$ cat config.mk
export PLATFORM = sky130hd
export DESIGN_NAME = systolic_uart_sequencer
export DESIGN_NICKNAME = d
export VERILOG_FILES = /design/src/rtl/systolic_uart_sequencer_pkg.sv /design/src/rtl/systolic_skew_feeder.sv /design/src/rtl/systolic_uart_sequencer.sv
export SDC_FILE = /design/constraint.sdc
export NUM_CORES = 1
export LEC_CHECK = 0
export ABC_AREA = 1
export ABC_CLOCK_PERIOD_IN_PS = 6100
export BUFFER_PORTS_ARGS = -buffer_cell sky130_fd_sc_hd__buf_2
export CAP_MARGIN = 10
export CORE_ASPECT_RATIO = 1.1
export CORE_MARGIN = 5
export CORE_UTILIZATION = 50
export DETAILED_ROUTE_END_ITERATION = 6
export MAX_ROUTING_LAYER = met4
export PLACE_DENSITY = 0.7
export SYNTH_ARGS = -nofsm -noshare
export SYNTH_HDL_FRONTEND = slang
export SYNTH_SLANG_ARGS = --single-unit
$ cat constraint.sdc
create_clock -name clk -period 6.1 [get_ports clk]
set_input_delay 0.61 -clock clk [delete_from_list [all_inputs] [get_ports clk]]
set_output_delay 0.61 -clock clk [all_outputs]
set_load 0.01 [all_outputs]
$ cat src/rtl/systolic_uart_sequencer_pkg.sv
// Shared types and constants for the UART-driven 3x3 systolic matrix sequencer.
package systolic_uart_sequencer_pkg;

    localparam int unsigned N           = 3;
    localparam int unsigned FEED_CYCLES = 2 * N + 1;
    localparam int unsigned RES_BYTES   = 3;

    typedef enum logic [2:0] {
        StLoadA,
        StLoadB,
        StClear,
        StFeed,
        StDrain,
        StCapture,
        StSend
    } seq_state_e;

    // Width of one array product: full product plus headroom for the 3-term sum.
    function automatic int unsigned calc_pw(int unsigned dw);
        return 2 * dw + 2;
    endfunction

endpackage

$ cat src/rtl/systolic_skew_feeder.sv
// Combinational diagonal skew: row i of A and column j of B enter the array delayed by i/j cycles.
module systolic_skew_feeder
    import systolic_uart_sequencer_pkg::*;
#(
    parameter int unsigned DATAWIDTH = 8
) (
    input  logic [N*N*DATAWIDTH-1:0] a_flat,
    input  logic [N*N*DATAWIDTH-1:0] b_flat,
    input  logic [2:0]               t,
    output logic [DATAWIDTH-1:0]     a0,
    output logic [DATAWIDTH-1:0]     a1,
    output logic [DATAWIDTH-1:0]     a2,
    output logic [DATAWIDTH-1:0]     b0,
    output logic [DATAWIDTH-1:0]     b1,
    output logic [DATAWIDTH-1:0]     b2
);

    logic [DATAWIDTH-1:0] a_skew [N];
    logic [DATAWIDTH-1:0] b_skew [N];

    always_comb begin
        int d;
        d = 0;
        for (int i = 0; i < int'(N); i++) begin
            a_skew[i] = '0;
            b_skew[i] = '0;
            d = int'(t) - i;
            if (d >= 0 && d < int'(N)) begin
                // Elements are row-major with element (0,0) in the LSBs.
                a_skew[i] = a_flat[(i * int'(N) + d) * int'(DATAWIDTH) +: DATAWIDTH];
                b_skew[i] = b_flat[(d * int'(N) + i) * int'(DATAWIDTH) +: DATAWIDTH];
            end
        end
    end

    assign a0 = a_skew[0];
    assign a1 = a_skew[1];
    assign a2 = a_skew[2];
    assign b0 = b_skew[0];
    assign b1 = b_skew[1];
    assign b2 = b_skew[2];

endmodule

$ cat src/rtl/systolic_uart_sequencer.sv
// Loads A and B from the UART, feeds the systolic array with skew, drains it and
// streams the nine products back out, three bytes each, LSB first.
module systolic_uart_sequencer
    import systolic_uart_sequencer_pkg::*;
#(
    parameter  int unsigned DATAWIDTH    = 8,
    parameter  int unsigned DRAIN_CYCLES = 4,
    localparam int unsigned PW           = calc_pw(DATAWIDTH)
) (
    input  logic                 clk,
    input  logic                 rst,
    input  logic [DATAWIDTH-1:0] rx_data,
    input  logic                 rx_valid,
    output logic [7:0]           tx_data,
    output logic                 tx_start,
    input  logic                 tx_busy,
    output logic                 arr_clear,
    output logic                 arr_en,
    output logic [DATAWIDTH-1:0] arr_a0,
    output logic [DATAWIDTH-1:0] arr_a1,
    output logic [DATAWIDTH-1:0] arr_a2,
    output logic [DATAWIDTH-1:0] arr_b0,
    output logic [DATAWIDTH-1:0] arr_b1,
    output logic [DATAWIDTH-1:0] arr_b2,
    input  logic [N*N*PW-1:0]    arr_p,
    output logic                 busy,
    output logic                 done,
    output logic                 rx_drop
);

    localparam int unsigned RW = 8 * RES_BYTES;

    seq_state_e                  state_q;
    logic [3:0]                  cnt_q;
    logic [2:0]                  t_q;
    logic [7:0]                  drain_q;
    logic [3:0]                  res_idx_q;
    logic [1:0]                  sub_q;
    logic                        gap_q;
    logic [N*N*DATAWIDTH-1:0]    a_q;
    logic [N*N*DATAWIDTH-1:0]    b_q;
    logic [N*N*PW-1:0]           res_q;

    logic [DATAWIDTH-1:0] feed_a0, feed_a1, feed_a2;
    logic [DATAWIDTH-1:0] feed_b0, feed_b1, feed_b2;
    logic [PW-1:0]        cur_res;
    logic [RW-1:0]        cur_ext;
    logic [7:0]           cur_byte;
    logic                 last_byte;
    logic                 feeding;

    systolic_skew_feeder #(
        .DATAWIDTH (DATAWIDTH)
    ) u_feeder (
        .a_flat (a_q),
        .b_flat (b_q),
        .t      (t_q),
        .a0     (feed_a0),
        .a1     (feed_a1),
        .a2     (feed_a2),
        .b0     (feed_b0),
        .b1     (feed_b1),
        .b2     (feed_b2)
    );

    // Data is only presented during FEED; DRAIN advances the array with zeros.
    assign feeding = (state_q == StFeed);
    assign arr_a0  = feeding ? feed_a0 : '0;
    assign arr_a1  = feeding ? feed_a1 : '0;
    assign arr_a2  = feeding ? feed_a2 : '0;
    assign arr_b0  = feeding ? feed_b0 : '0;
    assign arr_b1  = feeding ? feed_b1 : '0;
    assign arr_b2  = feeding ? feed_b2 : '0;

    assign busy = !(state_q == StLoadA && cnt_q == '0);

    always_comb begin
        cur_res   = res_q[int'(res_idx_q) * PW +: PW];
        cur_ext   = RW'(cur_res);
        cur_byte  = cur_ext[int'(sub_q) * 8 +: 8];
        last_byte = (res_idx_q == 4'(N * N - 1)) && (sub_q == 2'(RES_BYTES - 1));
    end

    always_ff @(posedge clk or negedge rst) begin
        if (!rst) begin
            state_q   <= StLoadA;
            cnt_q     <= '0;
            t_q       <= '0;
            drain_q   <= '0;
            res_idx_q <= '0;
            sub_q     <= '0;
            gap_q     <= 1'b0;
            a_q       <= '0;
            b_q       <= '0;
            res_q     <= '0;
            tx_data   <= '0;
            tx_start  <= 1'b0;
            arr_clear <= 1'b0;
            arr_en    <= 1'b0;
            done      <= 1'b0;
            rx_drop   <= 1'b0;
        end else begin
            tx_start  <= 1'b0;
            arr_clear <= 1'b0;
            done      <= 1'b0;

            if (rx_valid && state_q != StLoadA && state_q != StLoadB) begin
                rx_drop <= 1'b1;
            end

            case (state_q)
                StLoadA: begin
                    if (rx_valid) begin
                        a_q[int'(cnt_q) * DATAWIDTH +: DATAWIDTH] <= rx_data;
                        if (cnt_q == 4'(N * N - 1)) begin
                            cnt_q   <= '0;
                            state_q <= StLoadB;
                        end else begin
                            cnt_q <= cnt_q + 4'd1;
                        end
                    end
                end
                StLoadB: begin
                    if (rx_valid) begin
                        b_q[int'(cnt_q) * DATAWIDTH +: DATAWIDTH] <= rx_data;
                        if (cnt_q == 4'(N * N - 1)) begin
                            cnt_q     <= '0;
                            arr_clear <= 1'b1;
                            state_q   <= StClear;
                        end else begin
                            cnt_q <= cnt_q + 4'd1;
                        end
                    end
                end
                StClear: begin
                    t_q     <= '0;
                    arr_en  <= 1'b1;
                    state_q <= StFeed;
                end
                StFeed: begin
                    if (t_q == 3'(FEED_CYCLES - 1)) begin
                        drain_q <= '0;
                        state_q <= StDrain;
                    end else begin
                        t_q <= t_q + 3'd1;
                    end
                end
                StDrain: begin
                    if (drain_q == 8'(DRAIN_CYCLES - 1)) begin
                        arr_en  <= 1'b0;
                        state_q <= StCapture;
                    end else begin
                        drain_q <= drain_q + 8'd1;
                    end
                end
                StCapture: begin
                    res_q     <= arr_p;
                    res_idx_q <= '0;
                    sub_q     <= '0;
                    gap_q     <= 1'b0;
                    state_q   <= StSend;
                end
                StSend: begin
                    if (tx_start) begin
                        // done was raised together with the final strobe.
                        if (done) begin
                            res_idx_q <= '0;
                            sub_q     <= '0;
                            t_q       <= '0;
                            drain_q   <= '0;
                            state_q   <= StLoadA;
                        end else begin
                            gap_q <= 1'b1;
                            if (sub_q == 2'(RES_BYTES - 1)) begin
                                sub_q     <= '0;
                                res_idx_q <= res_idx_q + 4'd1;
                            end else begin
                                sub_q <= sub_q + 2'd1;
                            end
                        end
                    end else if (gap_q) begin
                        // Give the transmitter a cycle to raise tx_busy.
                        gap_q <= 1'b0;
                    end else if (!tx_busy) begin
                        tx_start <= 1'b1;
                        tx_data  <= cur_byte;
                        done     <= last_byte;
                    end
                end
                default: state_q <= StLoadA;
            endcase
        end
    end

endmodule

==> summary.txt <==
STA
  • Worst hold slack after final layout: approximately 0.067 ns
  • Worst setup skew after layout: 0.0146 ns
  • Tightest Pin Transition: 1.10 ns
  • Setup TNS: 0 ns
  • Post-layout min period: 4.97 ns
  • Final Setup Violations: 0
  • RSZ-0062 raised after global routing: false
  • Total count of max-transition violations in the final report: 0
  • Final Cycle Share: a little over 80%
  • Maximum operating frequency: around 0.2 GHz
  • Fin. Hold Viols: 0
  • Headroom to the max-slew limit: 26.5%

Final layout
  • Final nets: around 2,900
  • Fraction of final layout cells sized beyond drive strength 1: 14.6%
  • Area growth syn-to-layout: 15.7%
  • Final Instance Area: 21,300 sq um
  • Filler Cells Inserted: about 3,500
  • Post-route core utilization: 58.6%
  • Commonest non-fill, non-tap cells in the layout: nand2_1, dfrtp_1, o21ai_0
  • Commonest non-fill, non-tap cell in the layout: nand2_1

Synthesis
  • Post-synth EDFFs: 0
  • Library cell occupying the most area in the post-synthesis netlist: dfrtp_1
  • Warning count from the yosys run: 0
  • Number of distinct library cells after synthesis: 44
  • Top-area cell type share of the netlist area: 46.8%
  • Mapped Area: 18,400 sq um
  • Async SR Flop Fraction: 100%
  • Cells after synthesis: approximately 2,500
  • Leading post-synthesis cells by cell area: dfrtp_1, nand2_1, o21ai_0
  • Prevailing post-synth register cell: dfrtp_1
  • Mean area per synthesized cell: 7.41 sq um
  • #FFs+latches synth: about 340
  • Share of the yosys chip area belonging to registers: a little under half
  • Mapped Nets: 2,685

Drt
  • Length of the first detailed-routing pass in iterations: 7
  • Per-cell routed wire length: 19.6 microns
  • Via count normalized by instance count: 5.45
  • Number of nets still failing antenna checks after routing: 0
  • Detailed-route DRC error count: 1
  • DR iter-0 viols: 1,374
  • Via count: between 15,000 and 20,000
  • Post-Route WL: 62.3 mm

Placement
  • Detailed placer's ending HPWL: 46.5 mm
  • Count of input and output buffers: 235
  • Placed standard-cell area: around 20,000 sq um
  • Routability congestion estimate: 0.989

CTS
  • Clock-pin slew of the registers on the worst-case setup and hold paths: 0.06 ns
  • CTS tree: done
  • TritonCTS buffer count: 39
  • H-tree Lvls: 2
  • Buffer type at the clock tree root: clkbuf_16
  • Post-CTS setup buffer count: 0
  • Post-cts hold buffer count: 0
  • Worst-Skew Late Latency: 0.53 ns
  • Quantity of gates resized following cts: 0
  • Number of sinks driven by the clock tree: 344
  • Max clock buf depth: 3

Global routing
  • Pin count of the biggest net entering global routing: 132
  • Initial antenna violation count: 0
  • Combined global-route utilization of all metal layers: 31.5%
  • Total grt overflow: 0
  • Number of global-route vias before repair: about 17,000
  • Global-route wire length before repair: between 90 and 100 mm

Worst setup path
  • Sum of buffers and inverters on the critical path: 3
  • Top cell family by delay on the critical path: simple AND/OR/NAND/NOR gates
  • Type of the setup path with the least slack: reg -> out
  • Kind of end point of the critical path: output port
  • CP max FO: 16
  • Cells traversed along the worst timing path: inv_1 > ha_1 > nand2_1 > clkinv_1 > nor2_1 > ha_1 > ha_1 > nor2_1 > o21ai_0 > o221ai_1 > nor2_1 > buf_2
  • Critical Path Max Stage Delay: 0.54 ns
  • Arrival time at the worst endpoint: approximately 4.4 ns
  • Data required time at the worst endpoint: 5.49 ns
  • Launching element type of the critical path: flop
  • Slowest library cell on the worst path: nor2_1

Power
  • Overall Power: around 6200 uW
  • Worst-case vdd ir drop: between 200 and 250 uV
  • Power per cell area: 292 nW/um^2
  • Static Leak: 0.0107 uW

Job
  • Reported max-cap violation count: 0

Floorplan
  • Die area: around 41,000 sq um
  • Core Box Area: about 36,000 sq um
  • Starting Density: 50.7%
  • Horizontal die dimension: 193 microns
  • Placement Rows: 73
  • Die extent in y: 211 microns
  • Top Ports: 236

Run status
  • Failing checks: design-rule violations
  • Outcome: finished, violations left

Min path
  • Path class of the lowest-slack min-delay path: in -> async
final timing paths:
path                       cells after the start       from  slack, ns          to
max reg2reg                                    6   cnt_q[0]       1.66     b_q[16]
max in group asynchronous                      2        rst       4.56  res_q[141]
min in group clk                               3  arr_p[97]       0.26   res_q[97]
min                                            1        rst       0.07  drain_q[5]
max                                           12     t_q[2]       1.13   arr_b2[0]
min reg2reg                                    2     arr_en       0.47      arr_en
flip-flops by register name (all words and copies together), names as in the netlist:
| signal | count |
|---|---|
| a_q | 72 |
| arr_clear | 1 |
| arr_en | 1 |
| b_q | 72 |
| cnt_q | 4 |
| done | 1 |
| drain_q | 8 |
| gap_q | 1 |
| res_idx_q | 4 |
| res_q | 162 |
| rx_drop | 1 |
| state_q | 3 |
| sub_q | 2 |
| t_q | 3 |
| tx_data | 8 |
| tx_start | 1 |
worst register-to-register path, cell delays in order, from the launching register on:
cell	delay (ns)
dfrtp_1	0.60
clkinv_1	0.69
ha_1	1.02
clkinv_1	0.87
nor2_2	0.53
nand3_2	0.32
o21ai_0	0.31
layer usage:
layer | vias up | share of wire [%] | GRT usage (%)
met2 | 686 | 47 | 50.0
met5 | - | 0 | -
met4 | 0 | 5.1 | 13.7
li1 | 8344 | - | -
met1 | 8148 | 41 | 40.6
met3 | 162 | 6.5 | 4.23
cell usage after synthesis (6+ instances only):
| cell | count |
|---|---|
| nand3_1 | 184 |
| ha_1 | 27 |
| nor3_4 | 9 |
| xor2_1 | 10 |
| or2_2 | 24 |
| o21ai_0 | 275 |
| clkbuf_1 | 79 |
| nor3_1 | 31 |
| clkinv_1 | 7 |
| nor4_1 | 10 |
| nand4_1 | 11 |
| a21oi_1 | 50 |
| dfrtp_1 | 344 |
| buf_1 | 16 |
| o211ai_1 | 45 |
| nor2_4 | 6 |
| inv_1 | 200 |
| buf_2 | 21 |
| nor2_1 | 73 |
| nand2_2 | 8 |
| nand2_1 | 990 |
layout make-up:
type                    instances  area (sq um)  share of cell area, %
well taps                     487           609                   2.87
clock inverters                15           239                   1.12
inverters                     213           807                   3.80
multi-input cells            1808          8510                   40.0
clock buffers                  55          1140                   5.34
diodes                          2          5.00                 0.0235
flip-flops and latches        344          8610                   40.5
repair buffers                255          1350                   6.34
cell families (layout without fill, tap and decap cells):
logic type                 after synthesis  count (layout)  synth area share (%)
AOI/OAI and AO/OA                      395             395                  11.7
xor gates and xnor gates                15              15                 0.715
adders and majority gates               29              29                  2.06
buffers and inverters                  330             538                  6.94
DFF                                    344             344                  46.8
muxes                                    2               2                 0.109
other                                    0               2                     0
and+or+nand+nor                       1367            1367                  31.7
stage by stage:
step           std cells  worst slack [ns]
5_1_grt             3177             0.720
4_1_cts             3177              1.04
3_3_place_gp        3107              1.74
3_5_place_dp        3107              1.61
6_report            3179              1.13
2_1_floorplan       2482              1.33
power breakdown:
part / total, uW / internal (uW) / switching, uW
registers: 2460 / 2390 / 64.5
clock network: 2510 / 1550 / 954
logic: 1240 / 352 / 889
total: 6210 / 4300 / 1910
Power figures use the tool's default switching activity.
